`src/rtl/seq_controller_pkg.sv`:
```
// Shared types and constants for the two-memory sequencer: state encodings, default phase lengths, length check.
// Latency: none (package only).
// Backpressure: not applicable.
package seq_controller_pkg;

    // State encodings; the same 3-bit values are exported on the phase port
    typedef enum logic [2:0] {
        ST_IDLE = 3'd0,
        ST_FILL = 3'd1,
        ST_SCAN = 3'd2,
        ST_XWR  = 3'd3,
        ST_XINC = 3'd4,
        ST_DONE = 3'd5
    } state_e;

    localparam int DEF_FILL_LEN = 8;
    localparam int DEF_SCAN_LEN = 2;
    localparam int DEF_XFER_LEN = 4;
    localparam int DEF_CNT_W    = 8;

    // A phase length must be at least 1 and must fit the counter after the -1 preload
    function automatic bit len_ok(input int len, input int cnt_w);
        longint max_len;
        max_len = (longint'(1) << cnt_w) - 1;
        return (len >= 1) && (longint'(len) <= max_len);
    endfunction

endpackage

```
`src/rtl/seq_phase_cnt.sv`:
```
// Loadable down counter that times each sequencer phase; zero flag ends the phase.
// Latency: load/dec/clear take effect on the next clock edge; zero is decoded from the registered count.
// Backpressure: none; the controller drives it every cycle.
module seq_phase_cnt
#(
    parameter int CNT_W = 8
)
(
    input  logic             clk,
    input  logic             reset,
    input  logic             load,
    input  logic             dec,
    input  logic             clear,
    input  logic [CNT_W-1:0] load_val,
    output logic             zero
);

    logic [CNT_W-1:0] cnt_q;
    logic [CNT_W-1:0] cnt_d;

    // Clear wins over load, load wins over decrement
    always_comb begin
        cnt_d = cnt_q;
        if (clear) begin
            cnt_d = '0;
        end else if (load) begin
            cnt_d = load_val;
        end else if (dec) begin
            cnt_d = cnt_q - CNT_W'(1);
        end
    end

    // Count register, cleared by the asynchronous active-low reset
    always_ff @(posedge clk or negedge reset) begin
        if (!reset) begin
            cnt_q <= '0;
        end else begin
            cnt_q <= cnt_d;
        end
    end

    assign zero = (cnt_q == '0);

endmodule

```
`src/rtl/seq_controller.sv`:
```
// Sequencer: fill A, scan A, alternate B write/increment, then a one-cycle done pulse. Optional macro SEQ_CONTROLLER_AUTO_RESTART_EN.
// Latency: start sampled in IDLE at edge k puts FILL strobes out after edge k; all outputs are registered Moore decodes.
// Backpressure: none; start is ignored while busy (no queuing), abort forces IDLE on the next edge.
module seq_controller
    import seq_controller_pkg::*;
#(
    parameter int FILL_LEN = DEF_FILL_LEN,
    parameter int SCAN_LEN = DEF_SCAN_LEN,
    parameter int XFER_LEN = DEF_XFER_LEN,
    parameter int CNT_W    = DEF_CNT_W
)
(
    input  logic       clk,
    input  logic       reset,
    input  logic       start,
    input  logic       abort,
    output logic       wea,
    output logic       inca,
    output logic       web,
    output logic       incb,
    output logic       busy,
    output logic       done,
    output logic [2:0] phase
);

    // Reject zero or oversized phase lengths when the design is elaborated
    if (!len_ok(FILL_LEN, CNT_W)) begin : g_bad_fill_len
        $error("seq_controller: FILL_LEN out of range for CNT_W");
    end
    if (!len_ok(SCAN_LEN, CNT_W)) begin : g_bad_scan_len
        $error("seq_controller: SCAN_LEN out of range for CNT_W");
    end
    if (!len_ok(XFER_LEN, CNT_W)) begin : g_bad_xfer_len
        $error("seq_controller: XFER_LEN out of range for CNT_W");
    end

    // Counter preloads are length-1 so the phase ends on the cycle the counter reads zero
    localparam logic [CNT_W-1:0] FILL_LD = CNT_W'(FILL_LEN - 1);
    localparam logic [CNT_W-1:0] SCAN_LD = CNT_W'(SCAN_LEN - 1);
    localparam logic [CNT_W-1:0] XFER_LD = CNT_W'(XFER_LEN - 1);

    state_e           state_q, state_d;
    logic             wea_q, wea_d;
    logic             inca_q, inca_d;
    logic             web_q, web_d;
    logic             incb_q, incb_d;
    logic             busy_q, busy_d;
    logic             done_q, done_d;
    logic             cnt_load, cnt_dec, cnt_clr, cnt_zero;
    logic [CNT_W-1:0] cnt_ld_val;

    seq_phase_cnt #(
        .CNT_W    (CNT_W)
    ) u_phase_cnt (
        .clk      (clk),
        .reset    (reset),
        .load     (cnt_load),
        .dec      (cnt_dec),
        .clear    (cnt_clr),
        .load_val (cnt_ld_val),
        .zero     (cnt_zero)
    );

    // Next state and counter control; abort overrides every transition
    always_comb begin
        state_d    = state_q;
        cnt_load   = 1'b0;
        cnt_dec    = 1'b0;
        cnt_clr    = 1'b0;
        cnt_ld_val = '0;
        if (abort) begin
            state_d = ST_IDLE;
            cnt_clr = 1'b1;
        end else begin
            case (state_q)
                ST_IDLE: begin
                    if (start) begin
                        state_d    = ST_FILL;
                        cnt_load   = 1'b1;
                        cnt_ld_val = FILL_LD;
                    end
                end
                ST_FILL: begin
                    if (cnt_zero) begin
                        state_d    = ST_SCAN;
                        cnt_load   = 1'b1;
                        cnt_ld_val = SCAN_LD;
                    end else begin
                        cnt_dec = 1'b1;
                    end
                end
                ST_SCAN: begin
                    if (cnt_zero) begin
                        state_d    = ST_XWR;
                        cnt_load   = 1'b1;
                        cnt_ld_val = XFER_LD;
                    end else begin
                        cnt_dec = 1'b1;
                    end
                end
                ST_XWR: begin
                    state_d = ST_XINC;
                end
                ST_XINC: begin
                    if (cnt_zero) begin
                        state_d = ST_DONE;
                    end else begin
                        state_d = ST_XWR;
                        cnt_dec = 1'b1;
                    end
                end
                ST_DONE: begin
`ifdef SEQ_CONTROLLER_AUTO_RESTART_EN
                    state_d    = ST_FILL;
                    cnt_load   = 1'b1;
                    cnt_ld_val = FILL_LD;
`else
                    state_d    = ST_IDLE;
`endif
                end
                default: begin
                    state_d = ST_IDLE;
                    cnt_clr = 1'b1;
                end
            endcase
        end
    end

    // Decode strobes from the next state so the registered outputs line up with state_q
    always_comb begin
        wea_d  = (state_d == ST_FILL);
        inca_d = (state_d == ST_FILL) || (state_d == ST_SCAN);
        web_d  = (state_d == ST_XWR);
        incb_d = (state_d == ST_XINC);
        busy_d = (state_d != ST_IDLE);
        done_d = (state_d == ST_DONE);
    end

    // State register and registered Moore outputs
    always_ff @(posedge clk or negedge reset) begin
        if (!reset) begin
            state_q <= ST_IDLE;
            wea_q   <= 1'b0;
            inca_q  <= 1'b0;
            web_q   <= 1'b0;
            incb_q  <= 1'b0;
            busy_q  <= 1'b0;
            done_q  <= 1'b0;
        end else begin
            state_q <= state_d;
            wea_q   <= wea_d;
            inca_q  <= inca_d;
            web_q   <= web_d;
            incb_q  <= incb_d;
            busy_q  <= busy_d;
            done_q  <= done_d;
        end
    end

    assign wea   = wea_q;
    assign inca  = inca_q;
    assign web   = web_q;
    assign incb  = incb_q;
    assign busy  = busy_q;
    assign done  = done_q;
    assign phase = state_q;

endmodule

```
`config.mk`:
```
export PLATFORM = sky130hd
export DESIGN_NAME = seq_controller
export DESIGN_NICKNAME = d
export VERILOG_FILES = /design/src/rtl/seq_controller_pkg.sv /design/src/rtl/seq_phase_cnt.sv /design/src/rtl/seq_controller.sv
export SDC_FILE = /design/constraint.sdc
export NUM_CORES = 1
export LEC_CHECK = 0
export ABC_AREA = 1
export CAP_MARGIN = 5
export CORE_MARGIN = 2
export CORE_UTILIZATION = 50
export DETAILED_ROUTE_END_ITERATION = 8
export GPL_ROUTABILITY_DRIVEN = 0
export GPL_TIMING_DRIVEN = 1
export PLACE_DENSITY = 0.73
export SYNTH_ARGS = -nofsm -noshare
export SYNTH_HDL_FRONTEND = slang
export SYNTH_SLANG_ARGS = --single-unit
```
`constraint.sdc`:
```
create_clock -name clk -period 1.8 [get_ports clk]
set_clock_uncertainty 0.05 [all_clocks]
set_input_delay 0.18 -clock clk [delete_from_list [all_inputs] [get_ports clk]]
set_output_delay 0.18 -clock clk [all_outputs]
set_load 0.005 [all_outputs]
```
==> results of run 1 <==
flip-flops by register name, summed over array words and instances, names as in the netlist:
register,flops
wea,1
busy,1
done,1
incb,1
inca,1
u_phase_cnt.cnt_q,8
phase,3
web,1
how the worst max path moves through the flow:
stage / start / endpoint / depth (start not counted)
after detailed placement: u_phase_cnt.cnt_q[0] / inca / 9
after global placement: u_phase_cnt.cnt_q[0] / inca / 9
after CTS: u_phase_cnt.cnt_q[0] / inca / 9
after floorplan: u_phase_cnt.cnt_q[0] / u_phase_cnt.cnt_q[3] / 10
final: u_phase_cnt.cnt_q[0] / inca / 9
after global routing: u_phase_cnt.cnt_q[0] / inca / 9
layer usage:
layer	GRT usage [%]	vias up
li1	-	489
met1	24.95	444
met2	34.00	19
met3	4.545	4
met4	4.167	0
met5	0	-
synthesized netlist by cell type:
| master | instances |
|---|---|
| clkinv_2 | 1 |
| nand3_1 | 22 |
| dfrtp_1 | 17 |
| xor2_1 | 3 |
| nand3_2 | 1 |
| nor2_1 | 17 |
| o21ai_0 | 2 |
| buf_6 | 1 |
| ha_1 | 2 |
| inv_1 | 22 |
| a21oi_2 | 1 |
| nand2_4 | 1 |
| a21boi_0 | 1 |
| inv_2 | 1 |
| a21oi_1 | 1 |
| nand2_2 | 4 |
| nor2_4 | 1 |
| nand2_1 | 38 |
| nand4_1 | 6 |
| nor2_2 | 3 |
| xnor2_1 | 1 |
area by class of cell:
class	count	share of cell area [%]
repair buffers	14	10.92
flip-flops and latches	17	34.38
inverters	24	7.381
multi-input cells	104	42.37
well taps	27	2.730
clock buffers	3	1.820
clock inverters	1	0.4044
worst register-to-register path: stages, from the launching register on:
cell and delay [ps]:
dfrtp_1 400, inv_1 100, ha_1 190, nand2_1 100
nor2_4 170, nand2_1 70, nand3_1 80, nand2_1 140
nor2_2 150, nor2_1 50
through the flow:
stage / power [mW] / cells / cell area (um^2) / hold slack, ps
6_report: 1.836 / 190 / 1237 / 148.7
5_1_grt: 2.033 / 190 / 1237 / 159.4
4_1_cts: 1.842 / 190 / 1235 / 157.6
3_5_place_dp: 1.626 / 186 / 1207 / 463.2
3_3_place_gp: 1.604 / 186 / 1207 / 451.1
2_1_floorplan: 1.369 / 146 / 1050 / -165.6
kinds of logic (layout without fill, tap and decap cells):
group | Yosys count | after routing | share of synthesized area (%)
and+or+nand+nor | 93 | 93 | 41.00
buffers and inverters | 25 | 42 | 9.773
DFF | 17 | 17 | 40.52
AOI/OAI and AO/OA | 5 | 5 | 2.980
xor gates and xnor gates | 4 | 4 | 3.338
adders and majority gates | 2 | 2 | 2.383
power by group:
| group | switching (mW) | internal, mW |
|---|---|---|
| combinational | 0.636 | 0.415 |
| sequential | 0.0913 | 0.487 |
| clock | 0.124 | 0.0825 |
| total | 0.852 | 0.985 |
repair_timing:
| action | in CTS | in global routing |
|---|---|---|
| buffers inserted | 0 | 0 |
| setup endpoints to repair | 0 | 1 |
| resized for setup | 0 | 1 |
==> impl_metrics.py, run 1 <==
metrics = {
    "clock_tree": {
        "htreeDepth": 1,
        "cts_tree": "done",
        "insertion_delay_ps": 290,
        "cts_buffers": 3,
        "clock_path_buffers": 2,
        "clk_pin_slew_ps": 100,
        "clockRootBuffer": "clkbuf_4",
        "ctsHoldBuffers": 0,
        "numClockSinks": 17,
    },
    "setup_path": {
        "crit_slowest_cell": "dfrtp_1",
        "crit_chain": "inv_1 > ha_1 > nand2_1 > nor2_4 > nand2_1 > nand3_1 > nand2_1 > nor2_2 > nor2_1",
        "cpMostUsedCell": "nand2_1",
        "cpPeakStageDelay_ps": 400,
        "arrival_ps": 1730,
        "critPathMaxFanout": 5,
        "rrSetupSlack_ps": 210,
        "worstPathRequired_ps": 1940,
        "crit_type": "reg2reg",
        "r2r_cells": 9,
        "end_kind": "register",
        "path_buf_inv": 1,
        "r2r-start": "u_phase_cnt.cnt_q[0]",
        "worstSetupStartpointType": "register",
        "worst_r2r_endpoint": "inca",
        "path_delay_family": "simple AND/OR/NAND/NOR gates",
    },
    "global_routing": {
        "grt_pass1_wl_um": 3801,
        "grt_max_degree": 18,
        "antenna_found_initial": 0,
        "grt_usage_pct": 19.66,
        "first_global_vias": 885,
        "grt_overflow_total": 0,
    },
    "place": {
        "place_ws_ps": 182.4,
        "port_buffers": 12,
        "place_hpwl_um": 1632,
    },
    "floorplanning": {
        "num_io_pins": 13,
        "start_util_pct": 53.51,
        "coreArea_um2": 1962,
        "die_x_um": 49.82,
        "die_area_um2": 2482,
        "fp.dieH_um": 49.82,
        "num_rows": 16,
    },
    "sta": {
        "post-route-min-period_ps": 1593,
        "setup_viol": 0,
        "max_slew_margin_pct": 83.66,
        "maxSlewViolCount": 0,
        "rsz0062_at_grt": "false",
        "final.period_utilization_pct": 88.49,
        "tns_ps": 0,
        "hold_viol": 0,
        "max_freq_mhz": 627.8,
        "worst_slew_pin_slew_ps": 244.8,
        "setup_ws_ps": 207.2,
    },
    "run": {
        "maxCapViolations": 0,
    },
    "run_status": {
        "status": "finished clean",
    },
    "synthesis": {
        "syn_nets": 152,
        "synth-seq-area-share_pct": 40.52,
        "ys_ff_latch": 17,
        "netlist_area_um2": 1050,
        "synth_warnings": 0,
        "ys_types": 21,
        "syn_avg_cell_area_um2": 7.190,
        "yosys.area.top_type": "dfrtp_1",
        "synthTopCellsByArea": "dfrtp_1 41%, nand2_1 14%, nand3_1 10%",
        "synth.top_cell.area_share_pct": 40.52,
        "netlist_instances": 146,
    },
    "finish": {
        "area_growth_syn_to_layout_pct": 17.88,
        "fillers": 183,
        "final_util_pct": 63.07,
        "ff_latch_area_um2": 425.4,
        "multi_input_area_um2": 524.3,
        "drive_above_1_share_pct": 12.27,
        "layout_commonest_cell": "nand2_1",
        "diodes": 0,
        "num-nets-final": 170,
        "final_cell_mix": "38 x nand2_1, 22 x inv_1, 22 x nand3_1",
    },
    "detailed_routing": {
        "dr_wl_met3_um": 89,
        "wl_per_cell_um": 11.29,
        "dr.pass1.iters": 4,
        "vias_per_cell": 5.032,
        "wl_met2_um": 1102,
        "top_layer_used": "met4",
        "vias": 956,
        "ant_nets": 0,
        "drtIter0Drc": 18,
        "wirelength_um": 2146,
        "wl_met1_um": 934,
        "drc_errors": 0,
    },
    "power_and_ir_drop": {
        "peakVddDrop_mv": 0.7262,
        "p_leak_nw": 0.6965,
        "p_per_area_nw_per_um2": 1484,
    },
    "hold_path": {
        "hp-class": "in2async",
    },
}
No activity file was read; power rests on OpenSTA's default activity.
==> run 2, diff against run 1 <==
--- a/config.mk
+++ b/config.mk
@@ -8,11 +8,12 @@
 export ABC_AREA = 1
 export CAP_MARGIN = 5
 export CORE_MARGIN = 2
-export CORE_UTILIZATION = 50
+export CORE_UTILIZATION = 45
+export CTS_CLUSTER_SIZE = 25
 export DETAILED_ROUTE_END_ITERATION = 8
 export GPL_ROUTABILITY_DRIVEN = 0
 export GPL_TIMING_DRIVEN = 1
-export PLACE_DENSITY = 0.73
+export PLACE_DENSITY = 0.67
 export SYNTH_ARGS = -nofsm -noshare
 export SYNTH_HDL_FRONTEND = slang
 export SYNTH_SLANG_ARGS = --single-unit
==> impl_metrics.py, run 2 (same netlist as run 1, synthesis figures left out) <==
metrics = {
    "setup_path": {
        "arrival_ps": 1770,
        "cpMostUsedCell": "nand2_1",
        "worstPathRequired_ps": 1950,
        "critPathMaxFanout": 5,
        "cpPeakStageDelay_ps": 400,
        "startpoint": "u_phase_cnt.cnt_q[0]",
        "worst_r2r_endpoint": "inca",
        "r2r-start": "u_phase_cnt.cnt_q[0]",
        "end_kind": "register",
        "crit_slowest_cell": "dfrtp_1",
        "r2r_cells": 9,
        "crit_type": "reg2reg",
        "worstSetupStartpointType": "register",
        "rrSetupSlack_ps": 180,
        "crit_chain": "inv_1 > ha_1 > nand2_1 > nor2_4 > nand2_1 > nand3_1 > nand2_1 > nor2_1 > nor2_1",
    },
    "finish": {
        "final_cell_count_no_fill": 191,
        "fillers": 228,
        "final_util_pct": 55.88,
        "largest_reg_flops": 8,
        "multi_input_area_um2": 521.8,
        "final_cell_mix": "38 x nand2_1, 22 x inv_1, 22 x nand3_1",
        "drive_above_1_share_pct": 11.66,
        "regMostFlops": "u_phase_cnt.cnt_q",
        "diodes": 0,
        "layout_commonest_cell": "nand2_1",
        "ff_latch_area_um2": 425.4,
        "area_growth_syn_to_layout_pct": 17.76,
        "num-nets-final": 170,
        "final_area_um2": 1236,
    },
    "sta": {
        "hold_viol": 0,
        "setup_ws_ps": 176.9,
        "post-route-min-period_ps": 1623,
        "maxSlewViolCount": 0,
        "worst_slew_pin_slew_ps": 225.1,
        "fin_hold_ws_ps": 146.5,
        "max_slew_margin_pct": 84.99,
        "setup_viol": 0,
        "rsz0062_at_grt": "false",
        "final.period_utilization_pct": 90.17,
        "max_freq_mhz": 616.1,
        "tns_ps": 0,
    },
    "global_routing": {
        "grt_pass1_wl_um": 3781,
        "grt_max_degree": 18,
        "grt_overflow_total": 0,
        "first_global_vias": 869,
        "antenna_found_initial": 0,
        "grt_usage_pct": 19.29,
    },
    "clock_tree": {
        "cts_buffers": 3,
        "ctsResizeCount": 0,
        "clock_path_buffers": 2,
        "insertion_delay_ps": 300,
        "htreeDepth": 1,
        "cts_tree": "done",
        "clk_pin_slew_ps": 110,
        "numClockSinks": 17,
        "ctsHoldBuffers": 0,
        "clockRootBuffer": "clkbuf_4",
        "post_cts_buffers": 0,
    },
    "place": {
        "place_ws_ps": 161.3,
        "placed_area_um2": 1209,
        "place_hpwl_um": 1696,
        "port_buffers": 12,
        "dp.cells": 187,
    },
    "power_and_ir_drop": {
        "power.switching_uw": 860.9,
        "p_int_uw": 983.0,
        "p_per_area_nw_per_um2": 1492,
        "power_frac_seq_pct": 31.6,
        "p_total_mw": 1.844,
        "swShare_pct": 46.69,
        "peakVddDrop_mv": 0.7732,
        "p_comb_share_pct": 56.9,
        "power_frac_clock_pct": 11.4,
        "p_leak_nw": 0.6968,
    },
    "floorplanning": {
        "num_rows": 17,
        "die_area_um2": 2735,
        "num_io_pins": 13,
        "fp.dieH_um": 52.30,
        "coreArea_um2": 2212,
        "die_x_um": 52.30,
        "start_util_pct": 47.45,
    },
    "detailed_routing": {
        "vias_per_cell": 5.110,
        "drtIter0Drc": 27,
        "wirelength_um": 2216,
        "wl_per_cell_um": 11.60,
        "ant_nets": 0,
        "dr.pass1.iters": 4,
        "vias": 976,
        "drc_errors": 0,
    },
    "run": {
        "maxCapViolations": 0,
    },
    "run_status": {
        "status": "finished clean",
    },
    "hold_path": {
        "hp-class": "in2async",
    },
}
[run 2: metal layers]
metal / share of wire (%) / vias up / global-route usage (%)
li1: - / 490 / -
met1: 46 / 462 / 24.59
met2: 49 / 20 / 31.04
met3: 3.4 / 4 / 4.286
met4: 1.4 / 0 / 8.547
met5: 0 / - / 0
[run 2: worst max-delay path by stage]
| stage | endpoint | cells after the start |
|---|---|---|
| finish | inca | 9 |
| global placement | inca | 9 |
| global route | wea | 10 |
| detailed placement | inca | 9 |
| CTS | inca | 9 |
| floorplan | u_phase_cnt.cnt_q[3] | 10 |
[run 2: cell type report]
type | count | share of cell area (%)
multi-input cells | 104 | 42.21
flip-flops and latches | 17 | 34.41
repair buffers | 14 | 10.93
inverters | 24 | 7.389
well taps | 28 | 2.834
clock buffers | 3 | 1.822
clock inverters | 1 | 0.4049
[run 2: power groups by stage]
stage | Sequential, mW | Combinational [mW] | Clock, mW
2_1_floorplan | 0.575 | 0.794 | 0
3_3_place_gp | 0.586 | 1.02 | 0
3_5_place_dp | 0.590 | 1.05 | 0
4_1_cts | 0.582 | 1.05 | 0.214
5_1_grt | 0.597 | 1.21 | 0.231
6_report | 0.583 | 1.05 | 0.211
[run 2: worst max-delay path, delay by kind of cell, from the launching register on]
family                   cells  cell delay (ps)
adder cells (fa/ha/maj)      1              200
buffers and inverters        1              100
flip-flops                   1              400
AND/OR/NAND/NOR              7              780
==> run 3, diff against run 2 <==
--- a/config.mk
+++ b/config.mk
@@ -7,13 +7,12 @@
 export LEC_CHECK = 0
 export ABC_AREA = 1
 export CAP_MARGIN = 5
-export CORE_MARGIN = 2
 export CORE_UTILIZATION = 45
 export CTS_CLUSTER_SIZE = 25
 export DETAILED_ROUTE_END_ITERATION = 8
 export GPL_ROUTABILITY_DRIVEN = 0
-export GPL_TIMING_DRIVEN = 1
 export PLACE_DENSITY = 0.67
 export SYNTH_ARGS = -nofsm -noshare
 export SYNTH_HDL_FRONTEND = slang
 export SYNTH_SLANG_ARGS = --single-unit
+export TNS_END_PERCENT = 30
==> impl_metrics.py, run 3 (same netlist as run 1, synthesis figures left out) <==
metrics = {
    "run_status": {
        "status": "finished clean",
    },
    "power_and_ir_drop": {
        "p_per_area_nw_per_um2": 1495,
        "peakVddDrop_mv": 0.8486,
        "p_leak_nw": 0.6930,
    },
    "sta": {
        "fin_hold_ws_ps": 135.7,
        "tns_ps": 0,
        "post-route-min-period_ps": 1624,
        "maxSlewViolCount": 0,
        "hold_viol": 0,
        "setup_viol": 0,
        "max_freq_mhz": 615.9,
        "max_slew_margin_pct": 83.67,
        "rsz0062_at_grt": "false",
        "worst_slew_pin_slew_ps": 244.7,
        "final.period_utilization_pct": 90.21,
    },
    "setup_path": {
        "crit_chain": "inv_1 > ha_1 > nand2_1 > nor2_4 > nand2_1 > nand3_1 > nand2_1 > nor2_1 > nor2_1",
        "crit_type": "reg2reg",
        "cpMostUsedCell": "nand2_1",
        "worstPathRequired_ps": 1950,
        "critPathMaxFanout": 5,
        "path_buf_inv": 1,
        "path_delay_family": "simple AND/OR/NAND/NOR gates",
        "crit_slowest_cell": "dfrtp_1",
        "cpPeakStageDelay_ps": 410,
        "arrival_ps": 1770,
        "worst-path-stages": 9,
        "r2r_cells": 9,
        "worstSetupStartpointType": "register",
        "end_kind": "register",
    },
    "run": {
        "maxCapViolations": 0,
    },
    "clock_tree": {
        "insertion_delay_ps": 300,
        "cts_tree": "done",
        "clk_pin_slew_ps": 110,
        "numClockSinks": 17,
        "ctsHoldBuffers": 0,
        "ctsResizeCount": 0,
        "clockRootBuffer": "clkbuf_4",
        "post_cts_buffers": 0,
        "cts_buffers": 3,
        "clock_path_buffers": 2,
        "htreeDepth": 1,
    },
    "floorplanning": {
        "fp.dieH_um": 50.30,
        "start_util_pct": 47.45,
        "num_rows": 17,
        "die_area_um2": 2530,
        "coreArea_um2": 2212,
        "num_io_pins": 13,
        "die_x_um": 50.30,
    },
    "finish": {
        "final_cell_count_no_fill": 191,
        "area_growth_syn_to_layout_pct": 18.00,
        "final_cell_mix": "38 x nand2_1, 22 x inv_1, 22 x nand3_1",
        "num-nets-final": 170,
        "regMostFlops": "u_phase_cnt.cnt_q",
        "fillers": 226,
        "final_area_um2": 1239,
        "diodes": 0,
        "drive_above_1_share_pct": 11.66,
        "largest_reg_flops": 8,
        "layout_commonest_cell": "nand2_1",
    },
    "detailed_routing": {
        "wl_per_cell_um": 11.57,
        "top_layer_used": "met4",
        "dr_wl_met3_um": 99,
        "ant_nets": 0,
        "wirelength_um": 2210,
        "wl_met2_um": 1127,
        "vias": 982,
        "drc_errors": 0,
        "vias_per_cell": 5.141,
        "wl_met1_um": 969,
        "dr.pass1.iters": 4,
        "drtIter0Drc": 31,
    },
    "place": {
        "placed_area_um2": 1209,
        "place_hpwl_um": 1680,
        "port_buffers": 12,
        "dp.cells": 187,
    },
    "global_routing": {
        "grt_pass1_wl_um": 3884,
        "grt_max_degree": 18,
        "grt_usage_pct": 20.53,
        "grt_overflow_total": 0,
        "first_global_vias": 902,
        "antenna_found_initial": 0,
    },
    "hold_path": {
        "hp-class": "in2async",
    },
}
run 3: cell types whose count changed in the layout (fill, tap and decap cells not counted):
cell	previous run	this run
clkinv_2	2	1
clkinvlp_4	0	1
run 3: per-stage QoR:
stage	total power, mW	setup WS [ps]	util [%]
final	1.852	176.2	56.00
after global routing	2.037	19.91	56.00
after CTS	1.861	156.3	56.00
after detailed placement	1.637	171.1	54.64
after global placement	1.611	219.6	54.64
after floorplan	1.369	357.2	-
run 3: path summary, 6_finish.rpt:
kind | slack (ps) | start | end
worst min register to register | 480 | u_phase_cnt.cnt_q[1] | u_phase_cnt.cnt_q[1]
max in group asynchronous | 1370 | reset | phase[1]
min in group clk | 480 | u_phase_cnt.cnt_q[1] | u_phase_cnt.cnt_q[1]
worst min-delay path | 140 | reset | u_phase_cnt.cnt_q[5]
worst max register to register | 180 | u_phase_cnt.cnt_q[0] | inca
worst max-delay path | 180 | u_phase_cnt.cnt_q[0] | inca
run 3: worst register-to-register path: cells and delay by family (launching register included):
| kind | cells | cell delay (ps) |
|---|---|---|
| adders and majority gates | 1 | 190 |
| DFF | 1 | 410 |
| buffers and inverters | 1 | 100 |
| and+or+nand+nor | 7 | 780 |
run 3: area by class of cell:
class                           instances  area [um^2]  area share, %
Timing Repair Buffer                   14        135.1          10.91
Sequential cell                        17        425.4          34.34
Tap cell                               28        35.03          2.828
Clock buffer                            3        22.52          1.818
Clock inverter                          1        7.507         0.6061
Multi-Input combinational cell        104        521.8          42.12
Inverter                               24        91.34          7.374
run 3: power by group:
| part | switching [mW] | internal (mW) |
|---|---|---|
| clock network | 0.133 | 0.0847 |
| registers | 0.0960 | 0.486 |
| logic | 0.638 | 0.414 |
run 3: metal layers:
| metal | global-route usage [%] | up-vias |
|---|---|---|
| li1 | - | 492 |
| met1 | 25.72 | 466 |
| met2 | 33.56 | 22 |
| met3 | 6.970 | 2 |
| met4 | 5.556 | 0 |
| met5 | 0 | - |
